==> config.mk <==
export PLATFORM = sky130hd
export DESIGN_NAME = vga_fill_engine_flat
export DESIGN_NICKNAME = d
export VERILOG_FILES = /design/src/rtl/vga_fill_engine_pkg.sv /design/src/rtl/vga_fill_engine_if.sv /design/src/rtl/vga_fill_engine_bus_req.sv /design/src/rtl/vga_fill_engine.sv /design/src/flat_wrapper.sv
export SDC_FILE = /design/constraint.sdc
export NUM_CORES = 1
export LEC_CHECK = 0
export CAP_MARGIN = 25
export CELL_PAD_IN_SITES_DETAIL_PLACEMENT = 0
export CELL_PAD_IN_SITES_GLOBAL_PLACEMENT = 1
export CORE_MARGIN = 5
export CORE_UTILIZATION = 38
export DETAILED_ROUTE_END_ITERATION = 10
export PLACE_DENSITY_LB_ADDON = 0.1
export SLEW_MARGIN = 20
export SYNTH_ARGS = -nofsm -noshare
export SYNTH_HDL_FRONTEND = slang
export SYNTH_SLANG_ARGS = --single-unit
==> constraint.sdc <==
create_clock -name clock -period 6.07 [get_ports clock]
set_input_delay 1.821 -clock clock [delete_from_list [all_inputs] [get_ports clock]]
set_output_delay 1.821 -clock clock [all_outputs]
set_load 0.01 [all_outputs]
==> src/rtl/vga_fill_engine_pkg.sv <==
// Shared constants, state encoding and helpers for the VGA rectangle fill engine.
package vga_fill_pkg;

  // Register offsets inside the VGA peripheral window.
  localparam logic [7:0] REG_EN       = 8'h00;
  localparam logic [7:0] REG_X_ADDR   = 8'h04;
  localparam logic [7:0] REG_Y_ADDR   = 8'h08;
  localparam logic [7:0] REG_DATA     = 8'h0C;
  localparam logic [7:0] REG_SCANLINE = 8'h1C;

  typedef enum logic [2:0] {
    IDLE  = 3'd0,
    POLL  = 3'd1,
    SET_X = 3'd2,
    SET_Y = 3'd3,
    FILL  = 3'd4,
    DONE  = 3'd5
  } fill_state_e;

  // Length clipped so that pos+len never runs past lim; caller guarantees pos < lim.
  function automatic logic [11:0] clip_len(input logic [11:0] pos,
                                           input logic [11:0] len,
                                           input logic [11:0] lim);
    logic [11:0] room;
    room = lim - pos;
    return (len < room) ? len : room;
  endfunction

endpackage

==> src/rtl/vga_fill_engine_if.sv <==
// Simple worker memory bus between the fill engine (master) and the VGA peripheral (slave).
interface vga_fill_engine_if;
  logic [31:0] wr_addr;
  logic [31:0] wr_data;
  logic [3:0]  wr_byteEn;
  logic        wr_valid;
  logic        wr_ready;
  logic [31:0] rd_addr;
  logic [3:0]  rd_byteEn;
  logic        rd_valid;
  logic        rd_ready;
  logic [31:0] rd_data;

  modport master (
    output wr_addr, wr_data, wr_byteEn, wr_valid, rd_addr, rd_byteEn, rd_valid,
    input  wr_ready, rd_ready, rd_data
  );

  modport slave (
    input  wr_addr, wr_data, wr_byteEn, wr_valid, rd_addr, rd_byteEn, rd_valid,
    output wr_ready, rd_ready, rd_data
  );
endinterface

==> src/rtl/vga_fill_engine_bus_req.sv <==
// Single-transaction bus requester: holds one read or write until the worker
// answers with ready, or gives up after TIMEOUT cycles.
module vga_bus_req #(
  parameter int unsigned TIMEOUT = 255
) (
  input  logic              clock,
  input  logic              reset,
  input  logic              start_i,
  input  logic              is_rd_i,
  input  logic [31:0]       addr_i,
  input  logic [31:0]       data_i,
  output logic              busy_o,
  output logic              ack_o,
  output logic              timeout_o,
  output logic              line_zero_o,
  vga_fill_engine_if.master bus
);

  localparam logic [15:0] LAST_CNT = 16'(TIMEOUT - 1);

  logic        req_q;
  logic        rd_q;
  logic        seen_q;
  logic [31:0] addr_q;
  logic [31:0] data_q;
  logic [15:0] cnt_q;
  logic        ready_sel;
  logic        drive_valid;
  logic        unused_rd_bits;

  // Valid is masked in any cycle the worker shows ready, so it never samples
  // a request in the same cycle it is completing one.
  assign ready_sel   = rd_q ? bus.rd_ready : bus.wr_ready;
  assign drive_valid = req_q & ~ready_sel;

  // A ready only counts once valid has actually been presented; a ready left
  // over from an earlier transaction cannot complete a fresh request.
  assign ack_o       = req_q & ready_sel & seen_q;
  assign timeout_o   = req_q & ~ack_o & (cnt_q == LAST_CNT);
  assign busy_o      = req_q;
  assign line_zero_o = (bus.rd_data[9:0] == 10'd0);
  assign unused_rd_bits = ^bus.rd_data[31:10];

  assign bus.wr_valid  = drive_valid & ~rd_q;
  assign bus.rd_valid  = drive_valid & rd_q;
  assign bus.wr_addr   = addr_q;
  assign bus.rd_addr   = addr_q;
  assign bus.wr_data   = data_q;
  assign bus.wr_byteEn = 4'hF;
  assign bus.rd_byteEn = 4'hF;

  // Request latch and per-request timeout counter.
  always_ff @(posedge clock or posedge reset) begin
    if (reset) begin
      req_q  <= 1'b0;
      rd_q   <= 1'b0;
      seen_q <= 1'b0;
      addr_q <= '0;
      data_q <= '0;
      cnt_q  <= '0;
    end else if (start_i) begin
      req_q  <= 1'b1;
      rd_q   <= is_rd_i;
      seen_q <= 1'b0;
      addr_q <= addr_i;
      data_q <= data_i;
      cnt_q  <= '0;
    end else if (req_q) begin
      if (ack_o || timeout_o) begin
        req_q <= 1'b0;
      end else begin
        cnt_q <= cnt_q + 16'd1;
        if (drive_valid) seen_q <= 1'b1;
      end
    end
  end

endmodule

==> src/rtl/vga_fill_engine.sv <==
// Rectangle fill engine: accepts one clipped rectangle command and paints it
// row by row through the VGA peripheral's X_ADDR / Y_ADDR / DATA registers.
module vga_fill_engine
  import vga_fill_pkg::*;
#(
  parameter logic [31:0] PERIPH_ADDR = 32'h1000_0000,
  parameter int unsigned MAX_W       = 640,
  parameter int unsigned MAX_H       = 480,
  parameter bit          WAIT_VBLANK = 1'b1,
  parameter int unsigned TIMEOUT     = 255
) (
  input  logic              clock,
  input  logic              reset,
  input  logic              cmd_valid_i,
  output logic              cmd_ready_o,
  input  logic [10:0]       cmd_x_i,
  input  logic [9:0]        cmd_y_i,
  input  logic [10:0]       cmd_w_i,
  input  logic [9:0]        cmd_h_i,
  input  logic [23:0]       cmd_color_i,
  output logic              busy_o,
  output logic              done_o,
  output logic              err_o,
  vga_fill_engine_if.master bus
);

  localparam logic [11:0] MAX_W_L = 12'(MAX_W);
  localparam logic [11:0] MAX_H_L = 12'(MAX_H);

  fill_state_e state_q, state_d;
  logic [10:0] x_q, x_d;
  logic [9:0]  y_q, y_d;
  logic [23:0] color_q, color_d;
  logic [11:0] w_eff_q, w_eff_d, col_q, col_d;
  logic [10:0] h_eff_q, h_eff_d, row_q, row_d;
  logic        err_q, err_d;

  logic [11:0] w_clip, h_clip;
  logic        reject;
  logic        req_start, req_rd, req_busy, req_ack, req_timeout, line_zero;
  logic [7:0]  req_off;
  logic [31:0] req_data;
  logic [10:0] y_row;

  assign cmd_ready_o = (state_q == IDLE);
  assign busy_o      = (state_q != IDLE) && (state_q != DONE);
  assign done_o      = (state_q == DONE);
  assign err_o       = err_q;

  // Degenerate or fully off-screen rectangles finish without touching the bus.
  assign w_clip = clip_len({1'b0, cmd_x_i}, {1'b0, cmd_w_i}, MAX_W_L);
  assign h_clip = clip_len({2'b0, cmd_y_i}, {2'b0, cmd_h_i}, MAX_H_L);
  assign reject = ({1'b0, cmd_x_i} >= MAX_W_L) || ({2'b0, cmd_y_i} >= MAX_H_L) ||
                  (cmd_w_i == 11'd0) || (cmd_h_i == 10'd0);
  assign y_row  = {1'b0, y_q} + row_q;

  // Register address/data for the transaction belonging to the current state.
  always_comb begin
    req_rd   = 1'b0;
    req_off  = REG_EN;
    req_data = '0;
    case (state_q)
      POLL:    begin req_rd = 1'b1; req_off = REG_SCANLINE; end
      SET_X:   begin req_off = REG_X_ADDR; req_data = {21'd0, x_q}; end
      SET_Y:   begin req_off = REG_Y_ADDR; req_data = {21'd0, y_row}; end
      FILL:    begin req_off = REG_DATA;   req_data = {8'd0, color_q}; end
      default: ;
    endcase
    req_start = (state_q == POLL || state_q == SET_X || state_q == SET_Y || state_q == FILL)
                && !req_busy;
  end

  vga_bus_req #(.TIMEOUT(TIMEOUT)) u_req (
    .clock       (clock),
    .reset       (reset),
    .start_i     (req_start),
    .is_rd_i     (req_rd),
    .addr_i      (PERIPH_ADDR + {24'd0, req_off}),
    .data_i      (req_data),
    .busy_o      (req_busy),
    .ack_o       (req_ack),
    .timeout_o   (req_timeout),
    .line_zero_o (line_zero),
    .bus         (bus)
  );

  // Sequencer: accept, optional blanking poll, then X/Y/DATA per row.
  always_comb begin
    state_d = state_q;
    x_d     = x_q;
    y_d     = y_q;
    color_d = color_q;
    w_eff_d = w_eff_q;
    h_eff_d = h_eff_q;
    col_d   = col_q;
    row_d   = row_q;
    err_d   = err_q;
    case (state_q)
      IDLE: begin
        if (cmd_valid_i) begin
          x_d     = cmd_x_i;
          y_d     = cmd_y_i;
          color_d = cmd_color_i;
          w_eff_d = w_clip;
          h_eff_d = h_clip[10:0];
          col_d   = '0;
          row_d   = '0;
          err_d   = 1'b0;
          if (reject)           state_d = DONE;
          else if (WAIT_VBLANK) state_d = POLL;
          else                  state_d = SET_X;
        end
      end
      POLL, SET_X, SET_Y, FILL: begin
        if (req_timeout) begin
          err_d   = 1'b1;
          state_d = DONE;
        end else if (req_ack) begin
          case (state_q)
            POLL:  if (line_zero) state_d = SET_X;
            SET_X: state_d = SET_Y;
            SET_Y: begin state_d = FILL; col_d = '0; end
            FILL: begin
              if (col_q == w_eff_q - 12'd1) begin
                col_d = '0;
                if (row_q == h_eff_q - 11'd1) begin
                  state_d = DONE;
                end else begin
                  row_d   = row_q + 11'd1;
                  state_d = SET_X;
                end
              end else begin
                col_d = col_q + 12'd1;
              end
            end
            default: ;
          endcase
        end
      end
      DONE:    state_d = IDLE;
      default: state_d = IDLE;
    endcase
  end

  // State and command registers.
  always_ff @(posedge clock or posedge reset) begin
    if (reset) begin
      state_q <= IDLE;
      x_q     <= '0;
      y_q     <= '0;
      color_q <= '0;
      w_eff_q <= '0;
      h_eff_q <= '0;
      col_q   <= '0;
      row_q   <= '0;
      err_q   <= 1'b0;
    end else begin
      state_q <= state_d;
      x_q     <= x_d;
      y_q     <= y_d;
      color_q <= color_d;
      w_eff_q <= w_eff_d;
      h_eff_q <= h_eff_d;
      col_q   <= col_d;
      row_q   <= row_d;
      err_q   <= err_d;
    end
  end

endmodule

==> src/flat_wrapper.sv <==
// flat-port wrapper written by rule: the top's interface ports become plain ports
module vga_fill_engine_flat import vga_fill_pkg::*;
#(
  parameter logic [31:0] PERIPH_ADDR = 32'h1000_0000,
  parameter int unsigned MAX_W       = 640,
  parameter int unsigned MAX_H       = 480,
  parameter bit          WAIT_VBLANK = 1'b1,
  parameter int unsigned TIMEOUT     = 255
)
  (clock, reset, cmd_valid_i, cmd_ready_o, cmd_x_i, cmd_y_i, cmd_w_i, cmd_h_i, cmd_color_i, busy_o, done_o, err_o, bus_wr_addr, bus_wr_data, bus_wr_byteEn, bus_wr_valid, bus_rd_addr, bus_rd_byteEn, bus_rd_valid, bus_wr_ready, bus_rd_ready, bus_rd_data);
  vga_fill_engine_if bus_i ();
  input  logic clock;
  input  logic reset;
  input  logic cmd_valid_i;
  output logic cmd_ready_o;
  input  logic [10:0] cmd_x_i;
  input  logic [9:0] cmd_y_i;
  input  logic [10:0] cmd_w_i;
  input  logic [9:0] cmd_h_i;
  input  logic [23:0] cmd_color_i;
  output logic busy_o;
  output logic done_o;
  output logic err_o;
  output wire logic [$bits(bus_i.wr_addr)-1:0] bus_wr_addr;
  output wire logic [$bits(bus_i.wr_data)-1:0] bus_wr_data;
  output wire logic [$bits(bus_i.wr_byteEn)-1:0] bus_wr_byteEn;
  output wire logic [$bits(bus_i.wr_valid)-1:0] bus_wr_valid;
  output wire logic [$bits(bus_i.rd_addr)-1:0] bus_rd_addr;
  output wire logic [$bits(bus_i.rd_byteEn)-1:0] bus_rd_byteEn;
  output wire logic [$bits(bus_i.rd_valid)-1:0] bus_rd_valid;
  input wire logic [$bits(bus_i.wr_ready)-1:0] bus_wr_ready;
  input wire logic [$bits(bus_i.rd_ready)-1:0] bus_rd_ready;
  input wire logic [$bits(bus_i.rd_data)-1:0] bus_rd_data;
  assign bus_wr_addr = bus_i.wr_addr;
  assign bus_wr_data = bus_i.wr_data;
  assign bus_wr_byteEn = bus_i.wr_byteEn;
  assign bus_wr_valid = bus_i.wr_valid;
  assign bus_rd_addr = bus_i.rd_addr;
  assign bus_rd_byteEn = bus_i.rd_byteEn;
  assign bus_rd_valid = bus_i.rd_valid;
  assign bus_i.wr_ready = bus_wr_ready;
  assign bus_i.rd_ready = bus_rd_ready;
  assign bus_i.rd_data = bus_rd_data;
  vga_fill_engine #(.PERIPH_ADDR(PERIPH_ADDR), .MAX_W(MAX_W), .MAX_H(MAX_H), .WAIT_VBLANK(WAIT_VBLANK), .TIMEOUT(TIMEOUT)) u_core (.clock(clock), .reset(reset), .cmd_valid_i(cmd_valid_i), .cmd_ready_o(cmd_ready_o), .cmd_x_i(cmd_x_i), .cmd_y_i(cmd_y_i), .cmd_w_i(cmd_w_i), .cmd_h_i(cmd_h_i), .cmd_color_i(cmd_color_i), .busy_o(busy_o), .done_o(done_o), .err_o(err_o), .bus(bus_i));
endmodule
==> results.yml <==
clock_tree:
  clock_latency_ps: 430
  cts.sinks: 142
  cts_tree: "built"
  ctsResizeCount: 0
  cts-root-buf: "clkbuf_16"
  htree_num_levels: 4
  clk_pin_slew_worst_paths_ps: 70
  cts_buffer_depth: 2
  numCtsBuffers: 17
  cts_setup_buffers: 0
  ctsHoldBuffers: 0
logic_synthesis:
  synth_warnings: 0
  syn_inst: 1112
  synth_top_area_share_pct: 38.1
  synth_edf_count: 0
  synth.distinct_cells: 69
  synthesis.area_um2: 9330
  synth.most_common_cell: "nand2_1"
  yosys.area.top_type: "dfrtp_1"
  ys_seq_area_share_pct: 38.1
  synth.avg_cell_area_um2: 8.39
  ys_ff_latch: 142
  synthArstFlopShare_pct: 100
  synth_ff_type: "dfrtp_1"
  synth_area_leaders: "dfrtp_1 38%, nand2_1 7.8%, buf_4 6.1%"
  yosys-top-cells-count: "193 x nand2_1, 142 x dfrtp_1, 82 x nor2_1, 76 x buf_4, 63 x o21ai_0"
die:
  die_x_um: 167
  die-area_um2: 27800
  die_h_um: 167
  coreArea_um2: 24200
  initial_core_util_pct: 38.5
  rows: 57
  pin_count: 213
global_routing:
  grt_usage_pct: 18.7
  antenna_found_initial: 0
  overflow: 0
  grt_pass1_wl_mm: 42.4
  grt_max_degree: 103
  first_global_vias: 7938
timing:
  rsz0062_at_grt: "false"
  hold_viol: 0
  max_freq_ghz: 0.205
  finalMaxSlewViolations: 0
  fin_crit_sh_pct: 80.4
  clock_skew_ps: 13.6
  setup_tns_ps: 0
  worstMarginPinSlew_ps: 798
  slew_headroom_pct: 46.6
  finalWorstSetupSlack_ps: 1190
  post-route-min-period_ps: 4880
  setup_viol: 0
detailed_routing:
  postRouteAntennaNets: 0
  drc: 0
  avgViaCountPerCell: 5.16
  drt-initial-drc-count: 553
  routed_wl_mm: 25.9
  post_drt_wl_per_cell_um: 16.8
  vias: 7974
  first_pass_iters: 5
worst_setup_path:
  worstPathRequired_ps: 4250
  crit_type: "in -> out"
  start_kind: "input pin"
  path_max_fanout: 3
  arrival_ps: 3060
  end_kind: "primary output"
layout:
  drive_gt1_share_pct: 5.41
  diodes: 0
  nets: 1349
  area_growth_pct: 19.5
  nFillCells: 2386
pwr:
  leakagePower_nw: 4.93
  power.total_w: 0.00444
  ir_worst_vdd_mv: 0.231
  power_density_nw_per_um2: 398
place:
  routabilityCongestion: 0.830
  dp_hpwl_mm: 19.1
  io_buffer_count: 118
  dp_slack_ps: 692
min_path:
  worstHoldPathType: "reg -> reg"
outcome:
  status: "finished clean"
job:
  max_cap_viol_count: 0
## registers in the layout, summed over array words and instances, names as in the netlist, 4 cells and up
| signal | count |
|---|---|
| u_core.u_req.cnt_q | 16 |
| u_core.row_q | 11 |
| u_core.color_q | 24 |
| u_core.h_eff_q | 11 |
| u_core.y_q | 10 |
| u_core.x_q | 11 |
| u_core.u_req.bus.wr_data | 24 |
| u_core.w_eff_q | 12 |
| u_core.u_req.bus.rd_addr | 4 |
| u_core.col_q | 12 |
## cell type report
cell class	count	area [µm²]	share of cell area, %
clock buffers	17	425	3.82
inverters	32	128	1.15
well taps	324	405	3.64
flip-flops and latches	142	3550	31.9
repair buffers	134	1310	11.7
clock inverters	15	170	1.53
multi-input cells	881	5160	46.3
## layout by cell type, fill, tap and decap left out, types with 24 or more instances in the layout
| cell type | netlist | layout |
|---|---|---|
| dfrtp_1 | 142 | 142 |
| clkdlybuf4s50_1 | 0 | 118 |
| o21ai_0 | 63 | 63 |
| inv_1 | 31 | 30 |
| ha_1 | 37 | 37 |
| nand3_1 | 30 | 30 |
| xnor2_1 | 30 | 30 |
| nor3_1 | 35 | 35 |
| conb_1 | 2 | 72 |
| a21oi_1 | 62 | 62 |
| nor2_1 | 82 | 82 |
| xor2_1 | 24 | 24 |
| nand2_1 | 193 | 192 |
## critical path, stage by stage
cell             delay (ps)
clkdlybuf4s50_1         450
nor3b_1                 210
clkdlybuf4s50_1         580
## power by group
| part | switching, W | internal (W) |
|---|---|---|
| sequential | 0.000325 | 0.00126 |
| combinational | 0.00101 | 0.000784 |
| clock | 0.000479 | 0.000587 |
| total | 0.00181 | 0.00263 |
## metrics by stage
| stage | util (%) | instance area, µm² | hold slack [ps] | std cells |
|---|---|---|---|---|
| 2_1_floorplan | - | 9590 | 445 | 1182 |
| 4_1_cts | 45.9 | 11100 | 481 | 1543 |
| 6_report | 46.0 | 11100 | 476 | 1545 |
| 3_3_place_gp | 43.4 | 10500 | 459 | 1511 |
| 3_5_place_dp | 43.4 | 10500 | 463 | 1511 |
| 5_1_grt | 46.0 | 11100 | 498 | 1545 |
## routing by layer
layer	GRT usage [%]	up-vias	share of wire [%]
met5	0	-	0
met2	32.3	171	50
met1	24.6	3812	45
met4	3.52	0	1.0
li1	-	3975	-
met3	3.53	16	4.0
## kinds of logic after synthesis
group	count (synthesis)	synth area share, %
AND/OR/NAND/NOR	457	22.9
multiplexers	13	1.41
other	2	0.0805
XOR/XNOR	54	5.07
adder cells (fa/ha/maj)	38	5.18
buffers and inverters	159	9.55
AO/OA/AOI/OAI	247	17.7
flip-flops	142	38.1
## path summary, 6_finish.rpt
check	cells after the start	slack (ps)	end	startpoint
hold reg to reg	2	480	u_core.color_q[12]	u_core.color_q[12]
hold / removal	2	480	u_core.color_q[12]	u_core.color_q[12]
max in group asynchronous	3	3290	u_core.x_q[3]	reset
setup / recovery	3	1190	bus_wr_valid	bus_wr_ready
min in group asynchronous	2	1950	u_core.color_q[15]	reset
setup reg to reg	10	1990	u_core.row_q[5]	u_core.w_eff_q[0]
(Power assumes the default switching activity.)
